--- src/rtl/pc_fetch_unit.sv ---
// Fetch-stage program counter with IF/ID register and EX-resolved redirects.
// Optional direct-mapped BTB is compiled in when PC_FETCH_BTB_EN is defined.
module pc_fetch_unit #(
  parameter int                  PC_WIDTH     = 32,
  parameter logic [PC_WIDTH-1:0] RESET_VECTOR = '0,
  parameter int                  BTB_ENTRIES  = 16
) (
  input  logic                clk,
  input  logic                rst,
  input  logic                stall,
  input  logic [31:0]         instr_f,
  input  logic                ex_valid,
  input  logic                ex_taken,
  input  logic                ex_jump_reg,
  input  logic [PC_WIDTH-1:0] ex_pc,
  input  logic [PC_WIDTH-1:0] ex_imm,
  input  logic [PC_WIDTH-1:0] ex_rs1,
  input  logic                ex_pred_taken,
  input  logic [PC_WIDTH-1:0] ex_pred_target,
  output logic [PC_WIDTH-1:0] pc_f,
  output logic                redirect,
  output logic                id_valid,
  output logic [31:0]         id_instr,
  output logic [PC_WIDTH-1:0] id_pc,
  output logic [PC_WIDTH-1:0] id_pc_plus4,
  output logic                id_pred_taken,
  output logic [PC_WIDTH-1:0] id_pred_target
);

  localparam logic [PC_WIDTH-1:0] FOUR = PC_WIDTH'(4);
  localparam logic [PC_WIDTH-1:0] LSB_CLR = ~PC_WIDTH'(1);

  if (BTB_ENTRIES < 2 || (BTB_ENTRIES & (BTB_ENTRIES - 1)) != 0) begin : g_bad_btb_entries
    $error("BTB_ENTRIES must be a power of two and at least 2");
  end

  logic [PC_WIDTH-1:0] pc_plus4_f;
  logic [PC_WIDTH-1:0] pred_next_f;
  logic                pred_taken_f;
  logic [PC_WIDTH-1:0] actual_target_ex;
  logic [PC_WIDTH-1:0] actual_next_ex;

  // EX stage: resolve the real control-flow target and compare with the prediction
  assign pc_plus4_f       = pc_f + FOUR;
  assign actual_target_ex = ex_jump_reg ? ((ex_rs1 + ex_imm) & LSB_CLR) : (ex_pc + ex_imm);
  assign actual_next_ex   = ex_taken ? actual_target_ex : (ex_pc + FOUR);
  assign redirect = ex_valid &&
                    ((ex_taken != ex_pred_taken) ||
                     (ex_taken && (actual_target_ex != ex_pred_target)));

`ifdef PC_FETCH_BTB_EN
  localparam int IDX_W = $clog2(BTB_ENTRIES);
  localparam int TAG_W = PC_WIDTH - 2 - IDX_W;

  logic [BTB_ENTRIES-1:0] btb_valid;
  logic [TAG_W-1:0]       btb_tag    [BTB_ENTRIES];
  logic [PC_WIDTH-1:0]    btb_target [BTB_ENTRIES];

  logic [IDX_W-1:0] idx_f;
  logic [TAG_W-1:0] tag_f;
  logic [IDX_W-1:0] idx_ex;
  logic [TAG_W-1:0] tag_ex;
  logic             hit_f;

  assign idx_f  = pc_f[2 +: IDX_W];
  assign tag_f  = pc_f[PC_WIDTH-1 -: TAG_W];
  assign idx_ex = ex_pc[2 +: IDX_W];
  assign tag_ex = ex_pc[PC_WIDTH-1 -: TAG_W];
  assign hit_f  = btb_valid[idx_f] && (btb_tag[idx_f] == tag_f);

  assign pred_taken_f = hit_f;
  assign pred_next_f  = hit_f ? btb_target[idx_f] : pc_plus4_f;

  // BTB training ignores stall: resolution in EX is independent of fetch holding
  always_ff @(posedge clk or posedge rst) begin
    if (rst) begin
      btb_valid <= '0;
    end else if (ex_valid && ex_taken) begin
      btb_valid[idx_ex] <= 1'b1;
    end else if (ex_valid && ex_pred_taken) begin
      btb_valid[idx_ex] <= 1'b0;
    end
  end

  always_ff @(posedge clk) begin
    if (ex_valid && ex_taken) begin
      btb_tag[idx_ex]    <= tag_ex;
      btb_target[idx_ex] <= actual_target_ex;
    end
  end
`else
  assign pred_taken_f = 1'b0;
  assign pred_next_f  = pc_plus4_f;
`endif

  // IF -> ID boundary
  always_ff @(posedge clk or posedge rst) begin
    if (rst) begin
      pc_f           <= RESET_VECTOR;
      id_valid       <= 1'b0;
      id_instr       <= '0;
      id_pc          <= '0;
      id_pc_plus4    <= '0;
      id_pred_taken  <= 1'b0;
      id_pred_target <= '0;
    end else if (redirect) begin
      pc_f     <= actual_next_ex;
      id_valid <= 1'b0;
    end else if (!stall) begin
      pc_f           <= pred_next_f;
      id_valid       <= 1'b1;
      id_instr       <= instr_f;
      id_pc          <= pc_f;
      id_pc_plus4    <= pc_plus4_f;
      id_pred_taken  <= pred_taken_f;
      id_pred_target <= pred_next_f;
    end
  end

endmodule

--- config.mk ---
export PLATFORM = sky130hd
export DESIGN_NAME = pc_fetch_unit
export DESIGN_NICKNAME = d
export VERILOG_FILES = /design/src/rtl/pc_fetch_unit.sv
export SDC_FILE = /design/constraint.sdc
export NUM_CORES = 1
export LEC_CHECK = 0
export CAP_MARGIN = 25
export CORE_MARGIN = 10
export CORE_UTILIZATION = 30
export CTS_BUF_LIST = sky130_fd_sc_hd__clkbuf_4 sky130_fd_sc_hd__clkbuf_8
export DETAILED_ROUTE_END_ITERATION = 8
export PLACE_DENSITY_LB_ADDON = 0.08
export REMOVE_ABC_BUFFERS = 1
export SLEW_MARGIN = 25
export SYNTH_ARGS = -nofsm -noshare
export SYNTH_HDL_FRONTEND = slang
export SYNTH_SLANG_ARGS = --single-unit
export TNS_END_PERCENT = 10
--- constraint.sdc ---
create_clock -name clk -period 10.55 [get_ports clk]
set_clock_uncertainty 0.15 [all_clocks]
set_input_delay 2.6375 -clock clk [delete_from_list [all_inputs] [get_ports clk]]
set_output_delay 2.6375 -clock clk [all_outputs]
set_load 0.05 [all_outputs]
Yosys cells after proc, flatten, opt, wreduce, memory -nomap -nowiden
Cells that the tools add are included.

storage, ports and cells
  bits in registers = 129
  input port bits = 167
  output and inout bits = 163

operators by class
  add/subtract/negate cells = 4
  equality and inequality tests = 3
  multiplexer cells = 6
  bitwise operators = 2
  reduce and logical (&&, ||, !) cells = 4

operators with widths
  operator                                                number
  two-way mux 32 bit                                      4
  adder 32 x 3 -> 32 bit (second input constant)          2
  adder 32 bit                                            2
  inequality test 32 bit                                  1
  logical AND 1 bit                                       2
  two-way mux 1 bit                                       2
  inequality test 2 x 1 -> 1 bit (second input constant)  1
  NOT 1 bit                                               2
  AND reduction 2 bit                                     1
  logical OR 1 bit                                        1
  inequality test 1 bit                                   1

Logic depth before layout (Yosys ltp)
Gate-level depths: netlist of run 1.

  depth after elaboration = 8
  gate-level depth with buffers = 18
  depth with buffers taken out = 15

Worst setup path before layout of run 1
No wires, ideal clock.

  path kind = in2out
  start = input port ex_pc[19]
  end = output port redirect
  data arrival time = 6135 ps
  data required time = 7763 ps
  path slack = 1628 ps
  stages = 17
  path buffers = 4
  cell sequence = ha_1 -> buf_2 -> a21oi_1 -> o21ai_0 -> a211oi_1 -> mux2i_1 -> o31ai_1 -> or4_1 -> a2111oi_0 -> and4_1 -> nand4_1 -> nor4b_2 -> buf_4 -> or2_1 -> buf_4 -> buf_4 -> inv_1

on the way
  longest elaborated chain between the ends = 6

ends and longest elaborated chain
  what                    line  source
  start: declaration      15    input logic [PC_WIDTH-1:0] ex_pc,
  adder 32 bit            45    assign actual_target_ex = ex_jump_reg ? ((ex_rs1 + ex_imm) & LSB_CLR) : (ex_pc + ex_imm);
  two-way mux 32 bit      45
  inequality test 32 bit  49    (ex_taken && (actual_target_ex != ex_pred_target)));
  logical AND 1 bit       49
  logical OR 1 bit        48    ((ex_taken != ex_pred_taken) ||
  logical AND 1 bit       47    assign redirect = ex_valid &&
  end: declaration        21    output logic redirect,

Every way passes these cells.

Worst setup path after layout of run 1
  start = input port ex_pc[6]
  end = output port redirect

The elaborated chain is that of the path after synthesis.

==> results.py, run 1 <==
metrics = {
    "placement": {
        "gp_congestion": 0.891,
        "port-buffer-count": 328,
        "detailed_place_hpwl_um": 40500,
        "preCtsSetupSlack_ps": 694,
    },
    "finish": {
        "layout.cells.most_common": "clkdlybuf4s50_1",
        "sequential_cell_area_mm2": 0.00318,
        "finish.net_count": 1894,
        "multi_input_comb_area_mm2": 0.00826,
        "most-common-layout-cells": "clkdlybuf4s50_1 (326), nand2_1 (138), dfrtp_1 (127), nor2_1 (105), a21oi_1 (101)",
        "fillers": 4051,
        "layout-drive-gt1-share_pct": 9.99,
        "syn2layout_area_growth_pct": 31.8,
    },
    "die": {
        "core_area_mm2": 0.0399,
        "initial_utilization_pct": 30.5,
        "die_h_um": 221,
        "floorplan.die.width_um": 221,
        "placement_rows": 73,
        "io_pins": 330,
        "dieArea_mm2": 0.0490,
    },
    "power_and_ir_drop": {
        "power.static_leakage_uw": 0.00654,
        "ir_worst_vdd_mv": 0.152,
        "cellPowerDensity_mw_per_mm2": 187,
        "power.total_uw": 3000,
    },
    "sta": {
        "timing.setup.tns_ps": 0,
        "grt_setup_unrepaired": "no",
        "final-setup-viol-count": 0,
        "max_freq_mhz": 101,
        "tightest_slew_ps": 1050,
        "min_period_over_period_pct": 93.7,
        "final_period_minus_worst_setup_slack_ps": 9880,
        "slew_headroom_pct": 29.4,
        "timing.final.max_slew_violations": 0,
        "hold_violations": 0,
        "layout_setup_ws_ps": 667,
    },
    "synth": {
        "netlist_area_mm2": 0.0122,
        "synth_cells": 1406,
        "ys_warn_count": 0,
        "postSynthRegisterBits": 127,
        "synthArstFlopShare_pct": 100,
        "post_synthesis_cell_type_count": 84,
        "proportion_of_synthesized_chip_area_in_sequential_cells_pct": 26.1,
        "dominantRegCellSynth": "dfrtp_1",
        "avgSynthCellArea_um2": 8.66,
        "synth_edf_count": 0,
    },
    "route": {
        "wl_per_cell_um": 22.1,
        "detail_route.wirelength_um": 48600,
        "top_signal_layer_used": "met4",
        "met2_wirelength_um": 23400,
        "wl_met1_um": 22500,
        "met3_wirelength_um": 2010,
        "route.antenna.remaining_nets": 0,
        "routed_via_density": 5.19,
        "detailroute.via_count": 11400,
        "initialDrtViolationCount": 657,
        "first_pass_iters": 5,
        "drc": 0,
    },
    "critical_path": {
        "worst_setup_path_start_kind": "primary input",
        "worst-endpoint-arrival_ps": 7100,
        "cp_num_buf_inv": 3,
        "critPathCaptureType": "primary output",
        "critical_path_required_ps": 7760,
        "critical_path.cell_chain": "clkdlybuf4s50_1 -> ha_1 -> a21oi_1 -> o21ai_0 -> a2111oi_2 -> nand2_1 -> mux2i_1 -> o41ai_1 -> o32a_1 -> o2111a_1 -> nand4_1 -> nor4b_2 -> or2_2 -> inv_1 -> buf_4",
        "cpLargestDelayFamily": "compound AO/OA/AOI/OAI gates",
        "cpMaxStageDelayCell": "o41ai_1",
        "rr_startpoint": "pc_f[13]$_DFFE_PP0P_",
        "worst-setup-path-type": "primary input to primary output",
        "worst-path-max-fanout": 9,
        "critical_path.max_stage_delay_ps": 810,
        "startpoint": "ex_pc[6]",
    },
    "cts": {
        "clk_pin_slew_ps": 70,
        "clock_tree.buffer_depth": 2,
        "cts-hold-fix-buffers": 0,
        "tritoncts": "done",
        "post_cts.repair.setup_buffers": 0,
        "ctsRootBufferMaster": "clkbuf_8",
        "ctsResizeCount": 0,
        "tritoncts.num_buffers": 17,
        "cts-htree-levels": 4,
        "tritoncts_num_sinks": 127,
        "clk_latency_ps": 440,
    },
    "run": {
        "maxCapViolations": 0,
    },
    "global_routing": {
        "overflow": 0,
        "number_of_global_route_vias_before_repair": 11700,
        "antenna_violations_before_repair": 2,
        "grt_usage_pct": 19.0,
        "grt_start_max_net_pins": 69,
        "wire_length_of_the_first_global_routing_pass_um": 73700,
    },
    "hold_path": {
        "holdCritPathClass": "flop to flop",
        "timing.hold.worst.start": "id_pc[15]$_DFFE_PP0P_",
    },
    "run_status": {
        "status": "complete, no violations",
    },
}
## cell type report
| type | instances | share of cell area [%] |
|---|---|---|
| diodes | 2 | 0.0312 |
| clock buffers | 23 | 1.97 |
| clock inverters | 6 | 0.655 |
| inverters | 24 | 0.593 |
| multi-input cells | 1145 | 51.5 |
| flip-flops and latches | 127 | 19.8 |
| well taps | 525 | 4.09 |
| repair buffers | 347 | 21.4 |
## cell families after synthesis
group	synth area share, %
AO/OA/AOI/OAI	16.3
buffers and inverters	6.13
AND/OR/NAND/NOR	18.6
flip-flops	26.1
other	0.0308
multiplexers	14.6
adder cells (fa/ha/maj)	6.81
XOR/XNOR	11.4
## metrics by stage
step / utilization, % / instance area, um2 / hold WS, ps / std cells
after floorplan: - / 11500 / 599 / 1296
after global placement: 39.1 / 15600 / 338 / 2168
after detailed placement: 39.1 / 15600 / 340 / 2168
after CTS: 40.2 / 16000 / 359 / 2197
after global routing: 40.2 / 16000 / 364 / 2199
final: 40.2 / 16000 / 354 / 2199
## power by group
part	internal [uW]	total, uW	switching, uW
Clock	267	451	184
Combinational	670	1780	1110
Sequential	617	760	143
Total	1550	3000	1440
## worst paths after layout
check | endpoint | slack (ps) | depth (start not counted)
max | redirect | 670 | 15
min | id_pc[15]$_DFFE_PP0P_ | 350 | 1
max reg2reg | pc_f[29]$_DFFE_PP0P_ | 7250 | 12
min reg2reg | id_pc[15]$_DFFE_PP0P_ | 350 | 1
max in group asynchronous | id_pc[20]$_DFFE_PP0P_ | 6470 | 3
min in group asynchronous | id_pred_target[29]$_DFFE_PP0P_ | 2510 | 2
## registers in the layout, summed over array words and instances (netlist names)
register,count
pc_f,32
id_pred_target,30
id_valid,1
id_pc,32
id_instr,32
## Yosys cell counts (all sizes together) (4+ instances only)
cell type / number / share of area, %
mux2: 101 / 11
a21oi: 101 / 4.2
o21a: 18 / 1.1
nor4b: 4 / 0.34
nand2b: 9 / 0.46
o2111ai: 4 / 0.29
and2: 4 / 0.21
and3: 17 / 0.87
nand3: 39 / 1.6
o211ai: 13 / 0.80
xnor2: 95 / 6.8
o221ai: 4 / 0.29
xor2: 64 / 4.6
o22ai: 5 / 0.26
a31oi: 9 / 0.46
inv: 24 / 0.74
or2: 6 / 0.31
nor2b: 16 / 0.82
or3: 10 / 0.51
ha: 63 / 6.5
clkbuf: 36 / 1.1
a211oi: 10 / 0.66
o21ai: 78 / 3.2
nand2: 138 / 4.3
o31ai: 11 / 0.68
nor3: 39 / 1.6
and4: 8 / 0.58
a21boi: 4 / 0.25
nor2: 105 / 3.2
mux2i: 42 / 3.5
o31a: 5 / 0.36
a2111oi: 4 / 0.34
a21o: 10 / 0.62
nor4: 13 / 0.67
nor3b: 9 / 0.56
nand4: 32 / 1.6
dfrtp: 127 / 26
buf: 74 / 4.3
o21bai: 8 / 0.49
## worst reg2reg max path, cell delays in order (launching register included)
cell and delay (ps):
dfrtp_1 540, nand4_1 210, nor3_1 290, and3_1 280, and3_1 250, and3_1 300
nand4_1 240, inv_1 110, nand3_1 140, nor2_1 180, xor2_1 260, o21ai_0 140
o31ai_1 120
## routing by layer
metal  vias up  GRT usage, %
met1      5517          25.1
met2       312          32.2
li1       5550             -
met4         0          3.83
met3        34          2.58
met5         -             0
(Power assumes the default switching activity.)
==> run 2, diff against run 1 <==
- CORE_ASPECT_RATIO: default -> 0.9
==> results.py, run 2 (synthesis results as in run 1) <==
metrics = {
    "route": {
        "wl_per_cell_um": 21.9,
        "top_signal_layer_used": "met5",
        "wl_met1_um": 22700,
        "detailroute.via_count": 11300,
        "met2_wirelength_um": 22700,
        "first_pass_iters": 5,
        "detail_route.wirelength_um": 48300,
        "met3_wirelength_um": 2420,
        "drc": 0,
        "routed_via_density": 5.13,
        "route.antenna.remaining_nets": 0,
        "initialDrtViolationCount": 699,
    },
    "critical_path": {
        "rr_startpoint": "pc_f[2]$_DFFE_PP0P_",
        "startpoint": "ex_imm[6]",
        "worst-path-max-fanout": 9,
        "worstReg2RegEnd": "pc_f[29]$_DFFE_PP0P_",
        "critical_path.max_stage_delay_ps": 610,
        "critPathCaptureType": "primary output",
        "worst_setup_path_start_kind": "primary input",
        "worst-setup-path-type": "primary input to primary output",
        "critical_path.cell_chain": "clkdlybuf4s50_1 -> ha_1 -> a21oi_1 -> o21ai_0 -> a2111oi_2 -> nand2_1 -> mux2i_1 -> o41ai_1 -> o32a_1 -> o2111a_1 -> nand4_1 -> nor4b_2 -> or2_2 -> inv_1 -> buf_4",
        "crit_end": "redirect",
        "reg2regPathDepth": 12,
        "worst-endpoint-arrival_ps": 7110,
        "setup.reg_to_reg.worst_slack_ps": 7270,
        "critical_path_required_ps": 7760,
        "cpMaxStageDelayCell": "o41ai_1",
    },
    "sta": {
        "layout_setup_ws_ps": 654,
        "hold_violations": 0,
        "timing.final.max_slew_violations": 0,
        "max_freq_mhz": 101,
        "tightest_slew_ps": 934,
        "timing.setup.tns_ps": 0,
        "grt_setup_unrepaired": "no",
        "final-setup-viol-count": 0,
        "final_period_minus_worst_setup_slack_ps": 9900,
        "min_period_over_period_pct": 93.8,
        "slew_headroom_pct": 37.7,
        "finalHoldWorstSlack_ps": 355,
    },
    "global_routing": {
        "wire_length_of_the_first_global_routing_pass_um": 72500,
        "number_of_global_route_vias_before_repair": 11400,
        "overflow": 0,
        "antenna_violations_before_repair": 3,
        "grt_start_max_net_pins": 71,
        "grt_usage_pct": 19.1,
    },
    "die": {
        "initial_utilization_pct": 30.6,
        "io_pins": 330,
        "die_h_um": 211,
        "dieArea_mm2": 0.0490,
        "core_area_mm2": 0.0398,
        "placement_rows": 69,
        "floorplan.die.width_um": 232,
    },
    "finish": {
        "layout.cells.most_common": "clkdlybuf4s50_1",
        "final_design_area_no_fill_mm2": 0.0161,
        "syn2layout_area_growth_pct": 31.9,
        "reg_top3": "id_instr: 32 flops, id_pc: 32 flops, pc_f: 32 flops",
        "postLayoutCoreUtil_pct": 40.3,
        "finish.net_count": 1889,
        "layout-drive-gt1-share_pct": 9.88,
        "most-common-layout-cells": "clkdlybuf4s50_1 (326), nand2_1 (138), dfrtp_1 (127), nor2_1 (105), a21oi_1 (101)",
    },
    "placement": {
        "preCtsSetupSlack_ps": 688,
        "place_area_mm2": 0.0156,
        "detailed_place_hpwl_um": 40000,
        "port-buffer-count": 328,
        "gp_congestion": 0.923,
    },
    "cts": {
        "ctsRootBufferMaster": "clkbuf_8",
        "clock_tree.buffer_depth": 2,
        "tritoncts_num_sinks": 127,
        "clk_pin_slew_ps": 70,
        "post_cts.repair.setup_buffers": 0,
        "tritoncts": "done",
        "ctsResizeCount": 0,
        "tritoncts.num_buffers": 17,
        "clk_latency_ps": 450,
        "cts-htree-levels": 4,
        "cts-hold-fix-buffers": 0,
    },
    "run_status": {
        "status": "complete, no violations",
    },
    "run": {
        "maxCapViolations": 0,
    },
    "power_and_ir_drop": {
        "ir_worst_vdd_mv": 0.178,
        "power.static_leakage_uw": 0.00652,
        "cellPowerDensity_mw_per_mm2": 187,
    },
    "hold_path": {
        "holdCritPathClass": "flop to flop",
        "min_delay_path_depth": 1,
    },
}
## run 2: cell count changes in the layout (fill, tap and decap cells not counted), sizes merged
| cell | change |
|---|---|
| clkinv | +1 |
| clkbuf | -2 |
| diode | -1 |
| bufinv | +1 |
| clkinvlp | +3 |
| buf | -5 |
## run 2: worst max-delay path, delay by kind of cell
| kind | cells | cell delay (ps) |
|---|---|---|
| buf+inv | 3 | 730 |
| compound gates | 6 | 2160 |
| fa+ha+maj | 1 | 430 |
| simple gates | 4 | 990 |
| mux | 1 | 150 |
## run 2: worst min path at each step
stage	startpoint	to	slack (ps)
3_5_place_dp	id_pc[17]$_DFFE_PP0P_	id_pc[17]$_DFFE_PP0P_	340
2_1_floorplan	id_valid$_DFFE_PP0P_	id_valid$_DFFE_PP0P_	600
5_1_grt	id_instr[13]$_DFFE_PP0P_	id_instr[13]$_DFFE_PP0P_	370
6_report	id_instr[0]$_DFFE_PP0P_	id_instr[0]$_DFFE_PP0P_	350
4_1_cts	id_pc[17]$_DFFE_PP0P_	id_pc[17]$_DFFE_PP0P_	360
3_3_place_gp	id_instr[7]$_DFFE_PP0P_	id_instr[7]$_DFFE_PP0P_	340
## run 2: through the flow
| stage | power, uW | cells |
|---|---|---|
| 4_1_cts | 3050 | 2202 |
| 6_report | 3010 | 2203 |
| 5_1_grt | 3160 | 2202 |
| 2_1_floorplan | 1900 | 1296 |
| 3_5_place_dp | 2560 | 2170 |
| 3_3_place_gp | 2550 | 2169 |
## run 2: layout make-up
| cell class | count | area (um2) |
|---|---|---|
| clock buffers | 21 | 277 |
| repair buffers | 342 | 3410 |
| clock inverters | 11 | 163 |
| fillers | 4071 | 23700 |
| multi-input cells | 1145 | 8260 |
| inverters | 24 | 95.1 |
| diodes | 1 | 2.50 |
| well taps | 532 | 666 |
| flip-flops and latches | 127 | 3180 |
## run 2: metal layers
metal	up-vias	global-route usage, %
met5	-	0
met4	4	3.65
met3	33	2.90
met2	314	31.8
met1	5374	25.8
li1	5575	-
## run 2: where the power goes
group / switching, uW / internal, uW
Combinational: 1110 / 668
Clock: 196 / 273
Sequential: 142 / 617
